===== src/rtl/aes_key_sched_ctrl_if.sv =====
// Round-key stream bundle between the key schedule controller
// and the cipher round datapath.
interface aes_key_sched_ctrl_if;
  logic         rk_valid;
  logic         rk_ready;
  logic [127:0] rk_data;
  logic [3:0]   rk_round;
  logic         rk_last;

  modport master (
    output rk_valid,
    output rk_data,
    output rk_round,
    output rk_last,
    input  rk_ready
  );

  modport slave (
    input  rk_valid,
    input  rk_data,
    input  rk_round,
    input  rk_last,
    output rk_ready
  );
endinterface


===== src/rtl/aes_key_sched_ctrl.sv =====
// Sequences the key expander and streams its round keys,
// ascending for encryption and descending for decryption.
module aes_key_sched_ctrl #(
  parameter int TIMEOUT = 64
) (
  input  logic                   clk,
  input  logic                   reset,
  input  logic [255:0]           key_in,
  input  logic [1:0]             mode_in,
  input  logic                   key_load_valid,
  output logic                   key_load_ready,
  output logic [255:0]           kx_key,
  output logic [1:0]             kx_mode,
  output logic                   kx_reset,
  output logic [3:0]             kx_rkey_addr,
  input  logic [127:0]           kx_rkey,
  input  logic                   kx_rdy,
  input  logic                   blk_start,
  input  logic                   blk_decrypt,
  aes_key_sched_ctrl_if.master   rk,
  output logic                   key_valid,
  output logic                   busy,
  output logic                   err
);

  localparam int CW = $clog2(TIMEOUT + 1);

  typedef enum logic [2:0] {
    IDLE,
    EXPAND,
    KEYREADY,
    FETCH,
    SERVE
  } state_t;

  state_t         state_q, state_d;
  logic [255:0]   key_d;
  logic [1:0]     mode_d;
  logic           kxrst_d;
  logic [3:0]     addr_d;
  logic           dec_q, dec_d;
  logic [CW-1:0]  wd_q, wd_d;
  logic           vld_d;
  logic [127:0]   data_d;
  logic [3:0]     round_d;
  logic           last_d;
  logic           kv_d;
  logic           err_d;
  logic [3:0]     nr;
  logic [3:0]     final_addr;
  logic           load_acc;

  always_comb begin
    nr = 4'd10;
    unique case (kx_mode)
      2'b01:   nr = 4'd12;
      2'b10:   nr = 4'd14;
      default: nr = 4'd10;
    endcase
  end

  assign final_addr     = dec_q ? 4'd0 : nr;
  assign key_load_ready = (state_q == IDLE) ||
                          (state_q == KEYREADY);
  assign load_acc       = key_load_valid && key_load_ready;
  assign busy           = !key_load_ready;

  always_comb begin
    state_d = state_q;
    key_d   = kx_key;
    mode_d  = kx_mode;
    kxrst_d = kx_reset;
    addr_d  = kx_rkey_addr;
    dec_d   = dec_q;
    wd_d    = wd_q;
    vld_d   = rk.rk_valid;
    data_d  = rk.rk_data;
    round_d = rk.rk_round;
    last_d  = rk.rk_last;
    kv_d    = key_valid;
    err_d   = err;
    unique case (state_q)
      IDLE, KEYREADY: begin
        // A load beats a simultaneous block start.
        if (load_acc) begin
          key_d  = key_in;
          mode_d = mode_in;
          err_d  = 1'b0;
          kv_d   = 1'b0;
          wd_d   = '0;
          if (mode_in == 2'b11) begin
            err_d   = 1'b1;
            kxrst_d = 1'b1;
            state_d = IDLE;
          end else begin
            kxrst_d = 1'b0;
            state_d = EXPAND;
          end
        end else if (state_q == KEYREADY && blk_start) begin
          dec_d   = blk_decrypt;
          addr_d  = blk_decrypt ? nr : 4'd0;
          state_d = FETCH;
        end
      end
      EXPAND: begin
        wd_d = wd_q + CW'(1);
        if (kx_rdy) begin
          kxrst_d = 1'b1;
          kv_d    = 1'b1;
          state_d = KEYREADY;
        end else if (wd_q == CW'(TIMEOUT - 1)) begin
          err_d   = 1'b1;
          kv_d    = 1'b0;
          kxrst_d = 1'b1;
          state_d = IDLE;
        end
      end
      FETCH: begin
        data_d  = kx_rkey;
        round_d = kx_rkey_addr;
        vld_d   = 1'b1;
        last_d  = (kx_rkey_addr == final_addr);
        state_d = SERVE;
      end
      SERVE: begin
        if (rk.rk_ready) begin
          vld_d = 1'b0;
          if (rk.rk_last) begin
            state_d = KEYREADY;
          end else begin
            addr_d  = dec_q ? kx_rkey_addr - 4'd1
                            : kx_rkey_addr + 4'd1;
            state_d = FETCH;
          end
        end
      end
      default: state_d = IDLE;
    endcase
  end

  always_ff @(posedge clk) begin
    if (reset) begin
      state_q      <= IDLE;
      kx_key       <= '0;
      kx_mode      <= '0;
      kx_reset     <= 1'b1;
      kx_rkey_addr <= '0;
      dec_q        <= 1'b0;
      wd_q         <= '0;
      rk.rk_valid  <= 1'b0;
      rk.rk_data   <= '0;
      rk.rk_round  <= '0;
      rk.rk_last   <= 1'b0;
      key_valid    <= 1'b0;
      err          <= 1'b0;
    end else begin
      state_q      <= state_d;
      kx_key       <= key_d;
      kx_mode      <= mode_d;
      kx_reset     <= kxrst_d;
      kx_rkey_addr <= addr_d;
      dec_q        <= dec_d;
      wd_q         <= wd_d;
      rk.rk_valid  <= vld_d;
      rk.rk_data   <= data_d;
      rk.rk_round  <= round_d;
      rk.rk_last   <= last_d;
      key_valid    <= kv_d;
      err          <= err_d;
    end
  end

endmodule


===== src/flat_wrapper.sv =====
// flat-port wrapper written by rule: the top's interface ports become plain ports
module aes_key_sched_ctrl_flat 
#(
  parameter int TIMEOUT = 64
)
  (clk, reset, key_in, mode_in, key_load_valid, key_load_ready, kx_key, kx_mode, kx_reset, kx_rkey_addr, kx_rkey, kx_rdy, blk_start, blk_decrypt, key_valid, busy, err, rk_rk_valid, rk_rk_data, rk_rk_round, rk_rk_last, rk_rk_ready);
  aes_key_sched_ctrl_if rk_i ();
  input  logic clk;
  input  logic reset;
  input  logic [255:0] key_in;
  input  logic [1:0] mode_in;
  input  logic key_load_valid;
  output logic key_load_ready;
  output logic [255:0] kx_key;
  output logic [1:0] kx_mode;
  output logic kx_reset;
  output logic [3:0] kx_rkey_addr;
  input  logic [127:0] kx_rkey;
  input  logic kx_rdy;
  input  logic blk_start;
  input  logic blk_decrypt;
  output logic key_valid;
  output logic busy;
  output logic err;
  output wire logic [$bits(rk_i.rk_valid)-1:0] rk_rk_valid;
  output wire logic [$bits(rk_i.rk_data)-1:0] rk_rk_data;
  output wire logic [$bits(rk_i.rk_round)-1:0] rk_rk_round;
  output wire logic [$bits(rk_i.rk_last)-1:0] rk_rk_last;
  input wire logic [$bits(rk_i.rk_ready)-1:0] rk_rk_ready;
  assign rk_rk_valid = rk_i.rk_valid;
  assign rk_rk_data = rk_i.rk_data;
  assign rk_rk_round = rk_i.rk_round;
  assign rk_rk_last = rk_i.rk_last;
  assign rk_i.rk_ready = rk_rk_ready;
  aes_key_sched_ctrl #(.TIMEOUT(TIMEOUT)) u_core (.clk(clk), .reset(reset), .key_in(key_in), .mode_in(mode_in), .key_load_valid(key_load_valid), .key_load_ready(key_load_ready), .kx_key(kx_key), .kx_mode(kx_mode), .kx_reset(kx_reset), .kx_rkey_addr(kx_rkey_addr), .kx_rkey(kx_rkey), .kx_rdy(kx_rdy), .blk_start(blk_start), .blk_decrypt(blk_decrypt), .rk(rk_i), .key_valid(key_valid), .busy(busy), .err(err));
endmodule

===== config.mk =====
export PLATFORM = sky130hd
export DESIGN_NAME = aes_key_sched_ctrl_flat
export DESIGN_NICKNAME = d
export VERILOG_FILES = /design/src/rtl/aes_key_sched_ctrl_if.sv /design/src/rtl/aes_key_sched_ctrl.sv /design/src/flat_wrapper.sv
export SDC_FILE = /design/constraint.sdc
export NUM_CORES = 1
export LEC_CHECK = 0
export CELL_PAD_IN_SITES_DETAIL_PLACEMENT = 0
export CELL_PAD_IN_SITES_GLOBAL_PLACEMENT = 1
export CORE_AREA = 2 2 305 307
export CTS_CLUSTER_DIAMETER = 50
export CTS_CLUSTER_SIZE = 14
export DETAILED_ROUTE_END_ITERATION = 7
export DIE_AREA = 0 0 307 309
export HOLD_SLACK_MARGIN = 0.1
export PLACE_DENSITY = 0.54
export SLEW_MARGIN = 10
export SYNTH_ARGS = -nofsm -noshare
export SYNTH_HDL_FRONTEND = slang
export SYNTH_SLANG_ARGS = --single-unit
export TNS_END_PERCENT = 1

===== constraint.sdc =====
create_clock -name clk -period 2.35 [get_ports clk]
set_input_delay 0.705 -clock clk [delete_from_list [all_inputs] [get_ports clk]]
set_output_delay 0.705 -clock clk [all_outputs]
set_load 0.005 [all_outputs]

# Word level (Yosys, flattened, before mapping)
# Index checks and enable logic that the tools add are counted.
dict set report word_totals {
  regBits 410
  inputBits 393
  wordCells 84
}
dict set report op_classes {
  eq_ne 18
  mux 32
  reduce_logical 17
  n_bitwise 1
  add_sub_neg 3
}
# operator n
set op_table {}
lappend op_table {{2-to-1 mux 4 bit} 7}
lappend op_table {{2-to-1 mux 3 bit} 5}
lappend op_table {{case mux 7 bit (2 select lines)} 1}
lappend op_table {{case mux 3 bit (4 select lines)} 1}
lappend op_table {{2-to-1 mux 1 bit} 11}
lappend op_table {{AND reduction 3 bit} 3}
lappend op_table {{inequality test 2 bit, second input constant} 4}
lappend op_table {{case mux 1 bit (2 select lines)} 4}
lappend op_table {{case mux 4 bit (2 select lines)} 1}
lappend op_table {{adder 7 x 1 -> 7 bit, second input constant} 1}
lappend op_table {{equality test 7 x 6 -> 1 bit, second input constant} 1}
lappend op_table {{2-to-1 mux 7 bit} 1}
lappend op_table {{equality test 3 x 2 -> 1 bit, second input constant} 2}
lappend op_table {{inequality test 2 x 1 -> 1 bit, second input constant} 3}
lappend op_table {{case mux 3 bit (2 select lines)} 1}
lappend op_table {{AND reduction 2 bit} 3}
lappend op_table {{nonzero test 2 bit} 3}
lappend op_table {{AND reduction 5 bit} 1}
lappend op_table {{adder 4 x 1 -> 4 bit, second input constant} 1}
lappend op_table {{equality test 2 bit, second input constant} 2}
lappend op_table {{equality test 4 bit} 1}
lappend op_table {{AND reduction 4 bit} 1}
lappend op_table {{subtractor 4 x 1 -> 4 bit, second input constant} 1}
lappend op_table {{equality test 3 x 1 -> 1 bit, second input constant} 1}
lappend op_table {{10 further kinds} 11}

# Longest topological paths before layout
# Gate-level depths: netlist of the first run.
dict set report depth {
  depth_word 6
  mapped_depth 7
  ltp_nobuf 6
}

# Worst setup path after synthesis of the first run
# Ideal clock, no wire load.
dict set report synth_timing {
  kind {input-to-reg}
  from {input key_load_valid}
  to {register u_core.kx_key[103]}
  n_path_buf 3
  cell_stages 6
  setup_slack_ns 0.408
  t_arrival_ns 1.809
  cell_sequence {or3b_2 buf_6 clkbuf_1 clkbuf_1 nand2_1 a21oi_1}
}
dict set report synth_between {
  elab_chain_cells 2
}
# element line_no
set synth_rtl {}
lappend synth_rtl {{start: declaration} flat_wrapper.sv:12} ;# input logic key_load_valid;
lappend synth_rtl {{logical AND 1 bit} aes_key_sched_ctrl.sv:65} ;# assign load_acc = key_load_valid && key_load_ready;
lappend synth_rtl {{AND reduction 2 bit (no line)} --}
lappend synth_rtl {{end signal: assignment} aes_key_sched_ctrl.sv:158} ;# kx_key <= key_d;
lappend synth_rtl {{end: declaration} aes_key_sched_ctrl.sv:12} ;# output logic [255:0] kx_key,
# Every way passes these cells.
# A chain may end at the register's enable or synchronous reset.

# Worst setup path in the final report of the first run
dict set report layout_timing {
  from {register u_core.rk.rk_data[30]}
  to {output rk_rk_data[30]}
}
# element line_no
set layout_rtl {}
lappend layout_rtl {{start: declaration} aes_key_sched_ctrl_if.sv:12} ;# output rk_data,
lappend layout_rtl {{start signal: assignment} aes_key_sched_ctrl.sv:165} ;# rk.rk_data <= data_d;
lappend layout_rtl {{end: declaration} flat_wrapper.sv:26} ;# output wire logic [$bits(rk_i.rk_data)-1:0] rk_rk_data;
# No word-level cell between the ends.

==> results.cfg, run 1 <==
[sta]
clock.fmax_ghz = 0.444
final.setup_skew_ns = 0.0222
max_slew_violation_count = 0
worst_slew_pin_slew_ns = 0.599
final_min_period_over_clock_period_pct = 95.9
timing.final.setup_violations = 0
rsz0062_at_grt = false
finalHoldWorstSlack_ns = 0.449
time_the_worst_path_needs_with_i_o_delays_and_setup_ns = 2.25
max-slew-margin-rel_pct = 60.0
final_hold_viol_count = 0

[setup_path]
crit_type = flop to output pin
critical-path-max-stage-delay_ns = 0.59
worst-r2r-setup-slack_ns = 0.45
cp-start-kind = flop
crit_required_ns = 1.64
critical_path.max_fanout = 2
buf_inv_on_cp = 1
timing.critical_path.arrival_ns = 1.55
worst_path_cell_chain = clkdlybuf4s50_1
critPathCaptureType = output pin
path_delay_family = buffers and inverters
cp_slowest_cell = sky130_fd_sc_hd__clkdlybuf4s50_1

[routing]
detail_route.first_pass.iterations = 5
route.final.wire_length_um = 64900
ant_nets = 0
wl_per_cell_um = 16.8
initialDrtViolationCount = 702
routed_via_density = 3.94
detailroute.via_count = 15300
drt_drc_violations_left = 0

[floorplanning]
die_width_um = 307
core_um2 = 91400
die_height_um = 309
initial_core_util_pct = 15.8
pin_count = 794
dieArea_um2 = 94900
placementRows = 111

[clocking]
cts_tree = yes
clock-sinks = 410
tritoncts.num_buffers = 71
cts-root-buf = sky130_fd_sc_hd__clkbuf_16
cts_max_path_buffers = 3
cts.htree.levels = 3
cts.repair_timing.setup_buffer_count = 0
insertion_delay_to_the_later_sink_of_the_worst_skew_pair_ns = 0.62
clk_pin_slew_worst_paths_ns = 0.05

[final_layout]
final_cell_count_no_fill = 3874
layout_commonest_cell = sky130_fd_sc_hd__nand2_1
area_delta_synth_final_pct = 83.5
post_route_cells_drive_above_1_share_pct = 7.59
commonest_cells_after_routing_fill_and_taps_aside = sky130_fd_sc_hd__nand2_1, sky130_fd_sc_hd__clkdlybuf4s50_1, sky130_fd_sc_hd__dfxtp_1
num-fill-cells = 9785
final_nets = 3026

[hold_path]
hold_path_class = flop to flop

[synth]
synth_area_um2 = 14400
synth_area_per_cell_um2 = 7.89
seq_area_frac_synth_pct = 56.8
fraction_of_synthesis_flops_using_an_asynchronous_set_or_reset_pin_pct = 0
synthCells = 1830
synth.net_count = 2228
yosys_warnings = 0
dominantRegCellSynth = sky130_fd_sc_hd__dfxtp_1
number_of_unique_standard_cell_types_used_by_synthesis = 44
yosys_register_bits = 410
synth_enable_flop_cells = 0

[global_routing]
grt_first_pass_wirelength_um = 94400
antenna_found_initial = 7
grt_pass1_vias = 15400
grt_start_max_net_pins = 65
globalRouteOverflowTotal = 0
grt_use_total_pct = 13.0

[power_and_ir_drop]
clockPowerShare_pct = 50.3
netSwitchingPower_uw = 5450
power_report.internal_total_uw = 16000
power_density_nw_per_um2 = 807
comb_power_share_pct = 14.2
net_switching_share_of_the_total_power_pct = 25.5
p_leak_uw = 0.00956
seq_power_share_pct = 35.6
peakVddDrop_mv = 0.508

[flow_run]
maximum_capacitance_violations = 0

[placement]
place_hpwl_um = 49100
gp_congestion = 0.793
placement.io_buffers = 793
placed_cells_incl_taps = 3741

[status]
run_status = complete, no violations
state kept, by name (all words and copies together), names as in the netlist, 2 cells and up:
register             cells
u_core.kx_rkey_addr      4
u_core.rk.rk_round       4
u_core.kx_key          256
u_core.rk.rk_data      128
u_core.kx_mode           2
u_core.wd_q              7
u_core.state_q           3
metal layers:
metal / track usage, % / part of all wire (%) / vias up
met4: 4.56 / 3.0 / 6
met2: 23.3 / 51 / 551
met1: 13.4 / 37 / 7068
met3: 5.71 / 9.4 / 116
met5: 0 / 0.071 / -
li1: - / - / 7541
per-stage QoR:
| step | util [%] | setup slack, ns | TNS (ns) | total power, uW | cell area (um2) |
|---|---|---|---|---|---|
| 2_1_floorplan | - | 0.408 | 0 | 8760 | 14400 |
| 3_3_place_gp | 26.3 | -0.00477 | -0.00477 | 10800 | 24000 |
| 3_5_place_dp | 26.3 | -0.0229 | -0.0776 | 10900 | 24000 |
| 4_1_cts | 29.0 | 0.00233 | 0 | 21900 | 26500 |
| 5_1_grt | 29.0 | 0.00752 | 0 | 22400 | 26500 |
| 6_report | 29.0 | 0.0967 | 0 | 21400 | 26500 |
kinds of logic (layout without fill, tap and decap cells):
| family | count (synthesis) | in the layout | share of synthesized area (%) |
|---|---|---|---|
| other | 0 | 2 | 0 |
| flip-flops | 410 | 410 | 56.8 |
| XOR/XNOR | 5 | 5 | 0.303 |
| buffers and inverters | 144 | 1000 | 4.55 |
| multiplexers | 2 | 2 | 0.139 |
| AO/OA/AOI/OAI | 426 | 426 | 15.1 |
| adder cells (fa/ha/maj) | 5 | 5 | 0.485 |
| AND/OR/NAND/NOR | 838 | 838 | 22.6 |
tightest hold or removal path, stage by stage, from the launching register on:
cell                      delay, ns
sky130_fd_sc_hd__dfxtp_1       0.30
sky130_fd_sc_hd__nand2_1       0.05
sky130_fd_sc_hd__a21oi_1       0.05
power by group through the flow:
stage | clock [uW] | combinational (uW) | sequential, uW
2_1_floorplan | 0 | 998 | 7760
3_3_place_gp | 0 | 3090 | 7740
3_5_place_dp | 0 | 3090 | 7760
4_1_cts | 11200 | 3100 | 7620
5_1_grt | 11400 | 3310 | 7660
6_report | 10800 | 3030 | 7610
synth_stat cells, drive strengths merged, types with 5 or more instances:
cell,count,area (um2)
clkbuf,95,397
buf,42,234
inv,7,26.3
nand2,787,2950
a21oi,404,2020
nor3b,5,42.5
nor2,20,75.1
dfxtp,410,8210
layout make-up:
| type | count | area, um2 | share of cell area [%] |
|---|---|---|---|
| Timing Repair Buffer | 862 | 8700 | 32.8 |
| Sequential cell | 410 | 8210 | 31.0 |
| Multi-Input combinational cell | 1276 | 5600 | 21.1 |
| Clock buffer | 86 | 1900 | 7.18 |
| Tap cell | 1186 | 1480 | 5.60 |
| Clock inverter | 45 | 584 | 2.20 |
| Inverter | 7 | 26.3 | 0.0991 |
| Antenna cell | 2 | 5.00 | 0.0189 |
path summary, 6_finish.rpt:
path / cells past startpoint / start / end
setup reg to reg: 6 / u_core.state_q[1] / u_core.rk.rk_data[125]
hold / removal: 2 / u_core.kx_key[40] / u_core.kx_key[40]
setup / recovery: 1 / u_core.rk.rk_data[30] / rk_rk_data[30]
hold reg to reg: 2 / u_core.kx_key[40] / u_core.kx_key[40]
what timing repair did:
action	4_1_cts	5_1_grt
hold buffers	0	0
pin swaps	0	0
setup endpoints to repair	17	3
gates resized for setup	21	3
gates cloned	0	0
Power figures use the tool's default switching activity.
==> run 2, diff against run 1 <==
- GPL_TIMING_DRIVEN: default -> 0
==> run 2 against run 1 <==
Maximum frequency down 1.0%. Setup slack worse by 0.023 ns. Critical path depth unchanged. Sequential power about the same. Worst hold slack better by 0.00097 ns. Routed wire length up 14%. Clock power down 6%. Clock skew up 0.0059 ns. Combinational power up 2%. Cell area down 1.1%. Non-clock buffer count up 67. Cell count up 1.4%.
==> results.cfg, run 2 (same netlist as run 1, synthesis figures left out) <==
[status]
run_status = complete, no violations

[clocking]
clk_pin_slew_worst_paths_ns = 0.05
cts_tree = yes
cts-root-buf = sky130_fd_sc_hd__clkbuf_16
postCtsHoldBufs = 0
insertion_delay_to_the_later_sink_of_the_worst_skew_pair_ns = 0.60
cts.htree.levels = 3
cts_max_path_buffers = 3
tritoncts.num_buffers = 66
cts.repair_timing.setup_buffer_count = 0
clock-sinks = 410

[placement]
gp_congestion = 0.822
place_hpwl_um = 58900
dp_worst_setup_slack_ns = -1.25
placement.io_buffers = 792

[routing]
drt_drc_violations_left = 0
wl_per_cell_um = 18.8
detailroute.via_count = 15500
routed_via_density = 3.96
ant_nets = 0
route.final.wire_length_um = 74000
detail_route.first_pass.iterations = 5
initialDrtViolationCount = 697

[power_and_ir_drop]
net_switching_share_of_the_total_power_pct = 26.2
netSwitchingPower_uw = 5470
clockPowerShare_pct = 48.7
seq_power_share_pct = 36.5
power_density_nw_per_um2 = 795
power.total_uw = 20800
peakVddDrop_mv = 0.497
power_report.internal_total_uw = 15400
comb_power_share_pct = 14.8
p_leak_uw = 0.00935

[sta]
final.setup_skew_ns = 0.0281
finalWorstSetupSlack_ns = 0.0732
max_slew_violation_count = 0
rsz0062_at_grt = false
final_min_period_over_clock_period_pct = 96.9
time_the_worst_path_needs_with_i_o_delays_and_setup_ns = 2.28
timing.final.setup_violations = 0
worst_slew_pin_slew_ns = 1.16
totalNegativeSetupSlack_ns = 0
clock.fmax_ghz = 0.439
max-slew-margin-rel_pct = 22.7
final_hold_viol_count = 0

[setup_path]
crit_type = flop to output pin
critical-path-max-stage-delay_ns = 0.57
critPathCaptureType = output pin
crit_required_ns = 1.64
path_delay_family = buffers and inverters
critical_path.max_fanout = 7
worst_path_cell_chain = clkdlybuf4s50_1
cp_slowest_cell = sky130_fd_sc_hd__clkdlybuf4s50_1
cp-start-kind = flop
buf_inv_on_cp = 1
timing.critical_path.arrival_ns = 1.57

[final_layout]
final_nets = 3088
num-fill-cells = 9744
area_delta_synth_final_pct = 81.4
flip_flop_count_of_the_largest_register_all_copies_and_words_added = 256
largest_registers = u_core.kx_key: 256 flops, u_core.rk.rk_data: 128 flops, u_core.wd_q: 7 flops
post_route_cells_drive_above_1_share_pct = 6.90
commonest_cells_after_routing_fill_and_taps_aside = sky130_fd_sc_hd__nand2_1, sky130_fd_sc_hd__clkdlybuf4s50_1, sky130_fd_sc_hd__a21oi_1, sky130_fd_sc_hd__dfxtp_1, sky130_fd_sc_hd__clkbuf_1
largest_register = u_core.kx_key
layout_commonest_cell = sky130_fd_sc_hd__nand2_1
antenna-diode-count = 0

[global_routing]
grt_start_max_net_pins = 14
antenna_found_initial = 5
globalRouteOverflowTotal = 0
grt_use_total_pct = 14.9
grt_first_pass_wirelength_um = 106000
grt_pass1_vias = 15700

[floorplanning]
die_height_um = 309
die_width_um = 307
initial_core_util_pct = 15.8
dieArea_um2 = 94900
pin_count = 794
placementRows = 111
core_um2 = 91400

[flow_run]
maximum_capacitance_violations = 0

[hold_path]
hold_path_class = flop to flop
run 2: cell count changes in the layout (fill, tap and decap cells not counted), sizes merged, moves of 10 or more:
cell / before / now
clkdlybuf4s50: 773 / 784
clkbuf: 86 / 173
buf: 70 / 42
dlygate4sd2: 16 / 6
run 2: per-stage QoR:
stage          instance area, um2  util (%)  hold WS (ns)  std cells
3_5_place_dp                23900      26.1         0.445       3808
5_1_grt                     26200      28.7         0.466       3927
3_3_place_gp                23900      26.1         0.441       3808
4_1_cts                     26200      28.7         0.451       3927
2_1_floorplan               14400         -         0.450       1830
6_report                    26200      28.7         0.450       3927
run 2: path summary, 6_finish.rpt:
kind	depth (start not counted)	to	slack, ns	startpoint
max reg2reg	7	u_core.rk.rk_data[125]	0.21	u_core.state_q[1]
min	2	u_core.kx_key[150]	0.45	u_core.kx_key[150]
min reg2reg	2	u_core.kx_key[150]	0.45	u_core.kx_key[150]
max	1	kx_rkey_addr[0]	0.07	u_core.kx_rkey_addr[0]
run 2: power by group through the flow:
stage / Combinational (uW) / Clock (uW) / Sequential (uW)
4_1_cts: 3160 / 10500 / 7620
3_5_place_dp: 3140 / 0 / 7760
2_1_floorplan: 998 / 0 / 7760
5_1_grt: 3380 / 10700 / 7660
6_report: 3080 / 10100 / 7620
3_3_place_gp: 3130 / 0 / 7740
run 2: repair_timing:
item | in CTS | in global routing
pin swaps | 1 | 0
endpoints found under the setup margin | 305 | 24
resized for setup | 38 | 4
run 2: area by class of cell:
cell class	count	area (um2)	area share [%]
Timing Repair Buffer	792	7920	30.2
Buffer	137	663	2.53
Sequential cell	410	8220	31.4
Tap cell	1186	1480	5.66
Multi-Input combinational cell	1276	5600	21.4
Clock inverter	41	484	1.85
Clock buffer	78	1810	6.90
Inverter	7	26.3	0.100
run 2: tightest hold or removal path, delay by kind of cell (launching register included):
family | cells | cell delay [ns]
DFF | 1 | 0.30
AOI/OAI and AO/OA | 1 | 0.05
and+or+nand+nor | 1 | 0.05
run 2: per-layer routing:
metal	track usage [%]	share of wire [%]
met1	15.8	37
met2	27.3	51
met3	5.77	9.3
met4	4.30	2.2
met5	0	0.038
